## config.mk

```make
export PLATFORM = sky130hd
export DESIGN_NAME = image_write_stream
export DESIGN_NICKNAME = d
export VERILOG_FILES = /design/src/rtl/image_write_stream.sv
export SDC_FILE = /design/constraint.sdc
export NUM_CORES = 1
export LEC_CHECK = 0
export BUFFER_PORTS_ARGS = -buffer_cell sky130_fd_sc_hd__buf_2
export CAP_MARGIN = 20
export CORE_AREA = 2 2 300 213
export CTS_CLUSTER_SIZE = 12
export DETAILED_ROUTE_END_ITERATION = 6
export DIE_AREA = 0 0 302 215
export GPL_TIMING_DRIVEN = 0
export HOLD_SLACK_MARGIN = 0.08
export PLACE_DENSITY = 0.71
export SYNTH_ARGS = -nofsm -noshare
export SYNTH_HDL_FRONTEND = slang
export SYNTH_SLANG_ARGS = --single-unit
```

## constraint.sdc

```tcl
create_clock -name clk -period 4.3 [get_ports clk]
set_clock_uncertainty 0.1 [all_clocks]
set_input_delay 0.86 -clock clk [delete_from_list [all_inputs] [get_ports clk]]
set_output_delay 0.86 -clock clk [all_outputs]
set_load 0.1 [all_outputs]
```

## src/rtl/image_write_stream.sv

```systemverilog
// Sink of the dual-pixel image stream: buffers pixel pairs and emits a top-down 24-bit BMP byte stream.
// Optional build macro GRAYSCALE_OUT_EN replaces each pixel by its luma at the FIFO input.
module image_write_stream #(
  parameter int WIDTH      = 768,
  parameter int HEIGHT     = 512,
  parameter int FIFO_DEPTH = 16
) (
  input  logic       clk,
  input  logic       rst_n,
  input  logic       vsync,
  input  logic       hsync,
  input  logic [7:0] red_0,
  input  logic [7:0] green_0,
  input  logic [7:0] blue_0,
  input  logic [7:0] red_1,
  input  logic [7:0] green_1,
  input  logic [7:0] blue_1,
  output logic       in_ready,
  output logic [7:0] out_data,
  output logic       out_valid,
  input  logic       out_ready,
  output logic       out_last,
  output logic       frame_done,
  output logic       overflow
);

  localparam int PADB          = (4 - (WIDTH * 3) % 4) % 4;
  localparam int RB            = WIDTH * 3 + PADB;
  localparam int PAIRS_PER_ROW = WIDTH / 2;
  localparam int TOTAL_PAIRS   = PAIRS_PER_ROW * HEIGHT;
  localparam int CW            = $clog2(PAIRS_PER_ROW + 1);
  localparam int RW            = $clog2(HEIGHT + 1);
  localparam int AW            = $clog2(TOTAL_PAIRS + 1);
  localparam int PW            = $clog2(FIFO_DEPTH);

  localparam logic [31:0] FSZ        = 32'(54 + RB * HEIGHT);
  localparam logic [31:0] IMG_SIZE   = 32'(RB * HEIGHT);
  localparam logic [31:0] NEG_HEIGHT = 32'(-HEIGHT);
  localparam logic [PW:0] FIFO_FULL  = FIFO_DEPTH[PW:0];

  localparam logic [CW-1:0] LAST_COL  = CW'(PAIRS_PER_ROW - 1);
  localparam logic [RW-1:0] LAST_ROW  = RW'(HEIGHT - 1);
  localparam logic [AW-1:0] ALL_PAIRS = AW'(TOTAL_PAIRS);
  localparam logic [1:0]    LAST_PAD  = 2'(PADB - 1);

  localparam logic [2:0] S_IDLE   = 3'd0;
  localparam logic [2:0] S_HEADER = 3'd1;
  localparam logic [2:0] S_PIXEL  = 3'd2;
  localparam logic [2:0] S_PAD    = 3'd3;
  localparam logic [2:0] S_DONE   = 3'd4;

  logic [2:0]    state;
  logic          vsync_d;
  logic [5:0]    hdr_idx;
  logic [2:0]    byte_sel;
  logic [CW-1:0] col_cnt;
  logic [RW-1:0] row_cnt;
  logic [1:0]    pad_cnt;
  logic [AW-1:0] acc_cnt;

  logic [47:0]   mem [FIFO_DEPTH];
  logic [PW-1:0] wr_ptr;
  logic [PW-1:0] rd_ptr;
  logic [PW:0]   fcount;

  logic        fifo_full;
  logic        fifo_empty;
  logic        excess;
  logic        push;
  logic        pop;
  logic        xfer;
  logic        overflow_set;
  logic        last_col;
  logic        last_row;
  logic [47:0] push_data;
  logic [47:0] head;
  logic [7:0]  pix_byte;
  logic [5:0]  hdr_off;
  logic [31:0] hdr_w;
  logic [7:0]  hdr_byte;

  // BMP header after the "BM" magic: thirteen little-endian 32-bit words.
  function automatic logic [31:0] hdr_word(input logic [3:0] w);
    case (w)
      4'd0:        return FSZ;
      4'd2:        return 32'd54;
      4'd3:        return 32'd40;
      4'd4:        return 32'(WIDTH);
      4'd5:        return NEG_HEIGHT;
      4'd6:        return 32'h0018_0001;
      4'd8:        return IMG_SIZE;
      4'd9, 4'd10: return 32'd2835;
      default:     return 32'd0;
    endcase
  endfunction

`ifdef GRAYSCALE_OUT_EN
  function automatic logic [7:0] luma(input logic [7:0] r, input logic [7:0] g,
                                      input logic [7:0] b);
    logic [9:0] sum;
    sum = {2'b00, r} + {1'b0, g, 1'b0} + {2'b00, b};
    return sum[9:2];
  endfunction

  logic [7:0] y0;
  logic [7:0] y1;
  assign y0        = luma(red_0, green_0, blue_0);
  assign y1        = luma(red_1, green_1, blue_1);
  assign push_data = {y1, y1, y1, y0, y0, y0};
`else
  assign push_data = {red_1, green_1, blue_1, red_0, green_0, blue_0};
`endif

  assign fifo_full    = (fcount == FIFO_FULL);
  assign fifo_empty   = (fcount == '0);
  assign excess       = (acc_cnt == ALL_PAIRS);
  assign in_ready     = (state != S_IDLE) && !fifo_full;
  assign push         = hsync && in_ready && (state != S_DONE) && !excess;
  assign overflow_set = hsync && (!in_ready || (state == S_DONE) || excess);
  assign xfer         = out_valid && out_ready;
  assign pop          = (state == S_PIXEL) && xfer && (byte_sel == 3'd5);
  assign last_col     = (col_cnt == LAST_COL);
  assign last_row     = (row_cnt == LAST_ROW);
  assign frame_done   = (state == S_DONE);

  assign head     = mem[rd_ptr];
  assign pix_byte = head[{byte_sel, 3'b000} +: 8];
  assign hdr_off  = hdr_idx - 6'd2;
  assign hdr_w    = hdr_word(hdr_off[5:2]);

  always_comb begin
    // NOTE: every combinational output gets a default first so no path infers a latch.
    hdr_byte  = hdr_w[{hdr_off[1:0], 3'b000} +: 8];
    out_valid = 1'b0;
    out_data  = 8'h00;
    out_last  = 1'b0;
    if (hdr_idx == 6'd0)      hdr_byte = 8'h42;
    else if (hdr_idx == 6'd1) hdr_byte = 8'h4D;
    case (state)
      S_HEADER: begin
        out_valid = 1'b1;
        out_data  = hdr_byte;
      end
      S_PIXEL: begin
        out_valid = !fifo_empty;
        out_data  = fifo_empty ? 8'h00 : pix_byte;
        out_last  = !fifo_empty && (PADB == 0) && (byte_sel == 3'd5) && last_col && last_row;
      end
      S_PAD: begin
        out_valid = 1'b1;
        out_last  = (pad_cnt == LAST_PAD) && last_row;
      end
      default: ;
    endcase
  end

  // NOTE: the pair storage has no reset; only pointers and count define FIFO contents.
  always_ff @(posedge clk) begin
    if (push) mem[wr_ptr] <= push_data;
  end

  // NOTE: all sequential state uses non-blocking assignments so every register samples pre-edge values.
  always_ff @(posedge clk or negedge rst_n) begin
    if (!rst_n) begin
      state    <= S_IDLE;
      vsync_d  <= 1'b0;
      overflow <= 1'b0;
      hdr_idx  <= '0;
      byte_sel <= '0;
      col_cnt  <= '0;
      row_cnt  <= '0;
      pad_cnt  <= '0;
      acc_cnt  <= '0;
      wr_ptr   <= '0;
      rd_ptr   <= '0;
      fcount   <= '0;
    end else begin
      vsync_d <= vsync;
      if (overflow_set) overflow <= 1'b1;
      if (push) acc_cnt <= acc_cnt + 1'b1;

      // Leaving DONE for IDLE discards anything still buffered.
      if (state == S_DONE) begin
        wr_ptr <= '0;
        rd_ptr <= '0;
        fcount <= '0;
      end else begin
        if (push) wr_ptr <= wr_ptr + 1'b1;
        if (pop)  rd_ptr <= rd_ptr + 1'b1;
        case ({push, pop})
          2'b10:   fcount <= fcount + 1'b1;
          2'b01:   fcount <= fcount - 1'b1;
          default: ;
        endcase
      end

      case (state)
        S_IDLE: begin
          if (vsync && !vsync_d) begin
            state    <= S_HEADER;
            hdr_idx  <= '0;
            byte_sel <= '0;
            col_cnt  <= '0;
            row_cnt  <= '0;
            pad_cnt  <= '0;
            acc_cnt  <= '0;
          end
        end
        S_HEADER: begin
          if (xfer) begin
            if (hdr_idx == 6'd53) begin
              hdr_idx <= '0;
              state   <= S_PIXEL;
            end else begin
              hdr_idx <= hdr_idx + 1'b1;
            end
          end
        end
        S_PIXEL: begin
          if (xfer) begin
            if (byte_sel == 3'd5) begin
              byte_sel <= '0;
              if (last_col) begin
                col_cnt <= '0;
                if (PADB != 0) begin
                  pad_cnt <= '0;
                  state   <= S_PAD;
                end else if (last_row) begin
                  row_cnt <= '0;
                  state   <= S_DONE;
                end else begin
                  row_cnt <= row_cnt + 1'b1;
                end
              end else begin
                col_cnt <= col_cnt + 1'b1;
              end
            end else begin
              byte_sel <= byte_sel + 1'b1;
            end
          end
        end
        S_PAD: begin
          if (xfer) begin
            if (pad_cnt == LAST_PAD) begin
              pad_cnt <= '0;
              if (last_row) begin
                row_cnt <= '0;
                state   <= S_DONE;
              end else begin
                row_cnt <= row_cnt + 1'b1;
                state   <= S_PIXEL;
              end
            end else begin
              pad_cnt <= pad_cnt + 1'b1;
            end
          end
        end
        S_DONE:  state <= S_IDLE;
        default: state <= S_IDLE;
      endcase
    end
  end

endmodule
```

After elaboration in Yosys (flattened, before gate mapping)
Memory sizes are Yosys's and may differ from the RTL's. Cells that the tools add are included.

Register bits: 66. Bits in writable memories: 768. Memory bits (read-only): 480. Input bits: 53. Word-level logic and storage cells: 142. Memories kept: 2.

$add $sub $neg: 11. Equal/unequal tests: 24. Shift operators: 2. Multiplexer cells: 53. Reductions and logical operators: 38.

Memories: mem (words 16, bits a word 48, rd ports 1, clocked after Yosys merged registers in 0, write ports 1, line 61) `logic [47:0] mem [FIFO_DEPTH];`; (no name shown) (words 16, bits a word 30, rd ports 1, clocked after Yosys merged registers in 0, write ports 0, line 84) `case (w)`.

Operators by type and width (count): $mux W10 (7); $mux W18 (3); $shiftx A48 B7 Y8 (1); $mux W3 (13); $mux W9 (4); $shiftx A32 B6 Y8 (1); $pmux W10 S3 (1); $mux W8 (3); $add A18 B1 Y18 const B (1); $eq A18 B18 Y1 const B (1); $mux W6 (3); $pmux W9 S2 (1); $mux W4 (4); $ne A2 B2 Y1 const B (8); $pmux W8 S2 (1); $logic_and A1 B1 Y1 (13); $pmux W3 S4 (1); $pmux W6 S2 (1); $add A10 B1 Y10 const B (1); $eq A10 B9 Y1 const B (1); $pmux W5 S2 (1); $reduce_bool A2 Y1 (5); $add A9 B1 Y9 const B (1); $eq A9 B9 Y1 const B (1); 34 further kinds (51).

Longest topological paths before layout
Depth after elaboration: 9. Depth in mapped cells: 13. Mapped depth without buffers: 13.

Worst setup path before layout
No wires, ideal clock.

Path type: reg2out. Start point: reg rd_ptr[3]. End point: out out_data[5]. Arrival: 3.819 ns. Required time: 3.340 ns. Path slack: -0.479 ns. Cell stages (with the launch flop): 9. Path buffers: 3. Path through: dfrtp_1 clkbuf_1 buf_2 and2_1 clkbuf_1 a22oi_1 a21oi_1 a211oi_1 o311ai_1.

Cells in the longest elaborated chain, start to end: 4.

Ends and longest elaborated chain: start: declaration (line 63) `logic [PW-1:0] rd_ptr;`; start signal: assignment (line 189) `if (pop) rd_ptr <= rd_ptr + 1'b1;`; $mem_v2 Z16 W48; $shiftx A48 B7 Y8 (line 127) `assign pix_byte = head[{byte_sel, 3'b000} +: 8];`; $mux W8 (line 146) `out_data = fifo_empty ? 8'h00 : pix_byte;`; $pmux W8 S2 (line 139) `case (state)`; end: declaration (line 19) `output logic [7:0] out_data,`.

No other way between the ends.

Worst setup path in the final report
Start point: reg rd_ptr[0]. End point: out out_data[1].

Same word-level chain as after synthesis.

==> metrics.md <==
| Metric | Value |
|---|---|
| Worst-path clk slew | `60 ps` |
| Final HPWL DP | `50.9 mm` |
| Maximum clock insertion buffer count | `3` |
| Placer Congestion | `0.869` |
| Crit path arrival time | `3460 ps` |
| Worst path cell trace | `buf_6, buf_12, buf_12, mux4_2, mux2_2, nand2_1, nand4_1, nor3_4, o2bb2ai_4, buf_12` |
| EDFF count, synth | `~770` |
| Post-synth top flop | `edfxtp_1` |
| Io pins | `66` |
| # DRC | `0` |
| Final Instance Area | `approximately 39,000 µm²` |
| VDD IR-drop max | `0.000380 V` |
| Area Overhead vs Synth | `15.4%` |
| Via Count | `18,875` |
| Die width | `slightly above 300 µm` |
| CTS tree | `built` |
| Root buf cell | `clkbuf_16` |
| R2r worst-path depth | `10` |
| Crit Path Class | `register to output pin` |
| PortBufs | `65` |
| Crit-path max FO | `7` |
| Grt ovf | `0` |
| Fin cells | `between 2,000 and 3,000` |
| Type of element capturing the critical path | `output pin` |
| Worst slew pin tran | `about 950 ps` |
| Yosys reg bits | `834` |
| Post-Syn Area | `between 30,000 and 40,000 µm²` |
| Final hold viol count | `0` |
| Comb power frac | `between 20% and 30%` |
| Register area | `24,700 µm²` |
| Die area | `between 60,000 and 70,000 µm²` |
| PwrDens | `between 500 and 600 nW/µm²` |
| Sink Count | `~830` |
| Max-cap viol count | `0` |
| NumNets Final | `2,086` |
| Wire per inst | `29.9 µm` |
| Slack of the critical path | `-123 ps` |
| WL final | `just under 90 mm` |
| Yosys cell types | `68` |
| Count of antenna-violating nets left after detailed routing | `0` |
| Layout fillers | `approximately 4,300` |
| Failing checks | `setup timing` |
| RSZ-0062 raised after global routing | `true` |
| Slew HR | `a little over a third` |
| Starting density of the core | `54.2%` |
| P_sw | `about 0.0066 W` |
| Worst path top cell family by delay | `simple AND/OR/NAND/NOR gates` |
| Initial antenna violation count | `6` |
| FFs w/ async S/R, synth | `under 10%` |
| Area of the core | `62,300 µm²` |
| Slowest cell on the critical path | `mux4_2` |
| Lkg Pwr | `roughly 13 nW` |
| Fin Setup TNS | `-452 ps` |
| Clock power share | `29.5%` |
| R2R setup slack | `between 700 and 800 ps` |
| Sequential area share after synthesis | `roughly 73%` |
| Share of layout cells above drive strength 1 | `between 20 and 25%` |
| Most frequent cells in the layout | `768 x edfxtp_1, 152 x mux4_2, 110 x mux2i_1` |
| Largest net degree at the start of global routing | `67` |
| Starting DRT DRC Count | `between 2,000 and 2,500` |
| WP buf/inv | `4` |
| Syn. warnings | `0` |
| Sw frac | `29.9%` |
| Number of global-route vias before repair | `18,528` |
| Seq pwr share | `between 40% and 50%` |
| Fin crit share | `103%` |
| Cell depth of the worst setup path | `10` |
| Syn nets | `1,900` |
| Most common cell after layout, fill and taps aside | `edfxtp_1` |
| Tmin final | `approximately 4400 ps` |
| DP Area | `35,600 µm²` |
| Syn Area/Cell | `between 15 and 20 µm²` |
| Final count of pins violating max slew | `0` |
| Chip height | `between 200 and 250 µm` |
| Gr usage total | `27.0%` |
| Slowest stage delay, CP | `500 ps` |
| Hold Crit Class | `input pin to async pin` |
| First-pass GRT wire length | `around 130 mm` |
| Startpoint Class | `register` |
| Total CTS buffers | `82` |
| Cell mode on critical path | `buf_12` |
| P_int | `about 0.016 W` |
| Worst hold slack | `approximately 240 ps` |
| Final setup viols | `7` |
| # rows | `77` |
| Status | `finished, violations left` |
| Area occupied by multi-input gates | `slightly below 9000 µm²` |
| Pre-Repair DR Iteration Count | `6` |
| Gate Count Post-Synth | `1,825` |
| CTS HTree Levels | `3` |
| CTS Hold Buffers Added | `0` |
| Placement Setup Slack | `-288 ps` |
| Dpl cells | `roughly 2,700` |
| Critical Path RT | `3340 ps` |
| Worst-Skew Late Latency | `620 ps` |
| Vias per inst | `around 6.5` |
| Fmax | `~0.23 GHz` |
[layer usage]
| layer | up-vias | share of wire [%] | GRT usage [%] |
|---|---|---|---|
| li1 | 7789 | - | - |
| met1 | 9819 | 40 | 39.5 |
| met2 | 1126 | 48 | 41.7 |
| met3 | 137 | 10 | 5.65 |
| met4 | 4 | 2.3 | 7.28 |
| met5 | - | 0.024 | 0 |
[cell type report]
| type | instances | share of cell area (%) |
|---|---|---|
| buffer | 88 | 2.29 |
| clock inverter | 13 | 0.151 |
| inverter | 21 | 0.215 |
| multi-input combinational | 878 | 22.5 |
| clock buffer | 114 | 5.87 |
| timing repair buffer | 106 | 2.85 |
| tap | 829 | 2.66 |
| sequential | 834 | 63.4 |
| antenna | 6 | 0.0385 |
[logic make-up after synthesis]
logic type	after synthesis	share of synthesized area (%)
flip-flops	834	73.2
AND/OR/NAND/NOR	312	4.86
multiplexers	270	13.7
AO/OA/AOI/OAI	241	4.78
buffers and inverters	113	1.82
XOR/XNOR	33	0.856
adder cells (fa/ha/maj)	22	0.815
[per-stage QoR]
step	power, W	util [%]
floorplan	0.0133	-
global placement	0.0148	56.4
detailed placement	0.0150	57.1
CTS	0.0219	62.0
global route	0.0229	62.5
finish	0.0222	62.5
[Yosys cell counts (7+ instances only)]
| master | count | share of area (%) |
|---|---|---|
| a21oi_1 | 43 | 0.64 |
| a22o_1 | 10 | 0.26 |
| a22oi_1 | 61 | 1.4 |
| a31oi_1 | 12 | 0.22 |
| and2_1 | 23 | 0.43 |
| and3_1 | 16 | 0.30 |
| buf_2 | 28 | 0.42 |
| buf_4 | 17 | 0.38 |
| buf_6 | 12 | 0.40 |
| clkbuf_1 | 34 | 0.38 |
| dfrtp_1 | 66 | 4.9 |
| edfxtp_1 | 768 | 68 |
| ha_1 | 22 | 0.82 |
| inv_1 | 19 | 0.21 |
| mux2i_1 | 112 | 3.3 |
| mux4_2 | 152 | 10 |
| nand2_1 | 63 | 0.70 |
| nand2b_1 | 14 | 0.26 |
| nand3_1 | 47 | 0.70 |
| nand4_1 | 18 | 0.33 |
| nor2_1 | 54 | 0.60 |
| nor2b_1 | 15 | 0.28 |
| nor3_1 | 19 | 0.28 |
| nor3b_1 | 7 | 0.16 |
| o21ai_0 | 46 | 0.68 |
| o31ai_1 | 13 | 0.29 |
| xnor2_1 | 19 | 0.49 |
| xor2_1 | 14 | 0.36 |
[worst paths after layout]
check	start	to
min in group clk	vsync	vsync_d
worst min register to register	overflow	overflow
max in group asynchronous	rst_n	hdr_idx[1]
worst min-delay path	rst_n	row_cnt[5]
worst max-delay path	rd_ptr[0]	out_data[1]
worst max register to register	state[1]	mem[7][16]
[what timing repair did]
action                                  CTS  global route
setup buffers                             7            16
gates resized for setup                 174            38
endpoints found under the setup margin    8             8
pin swaps                                11            10
hold endpoints to repair                  0             0
cloned                                    1             0
[power by group through the flow]
stage / Clock (W) / Combinational (W) / Sequential, W
after CTS: 0.00659 / 0.00567 / 0.00968
after detailed placement: 0 / 0.00512 / 0.00984
after global routing: 0.00692 / 0.00624 / 0.00974
final: 0.00653 / 0.00594 / 0.00970
after floorplan: 0 / 0.00350 / 0.00979
after global placement: 0 / 0.00492 / 0.00986
[sequential cells by signal, summed over array words and instances (netlist names)]
signal    cells
wr_ptr        4
byte_sel      3
acc_cnt      18
vsync_d       1
mem         768
overflow      1
rd_ptr        4
row_cnt      10
state         3
pad_cnt       2
fcount        5
col_cnt       9
hdr_idx       6
Power figures use the tool's default switching activity.
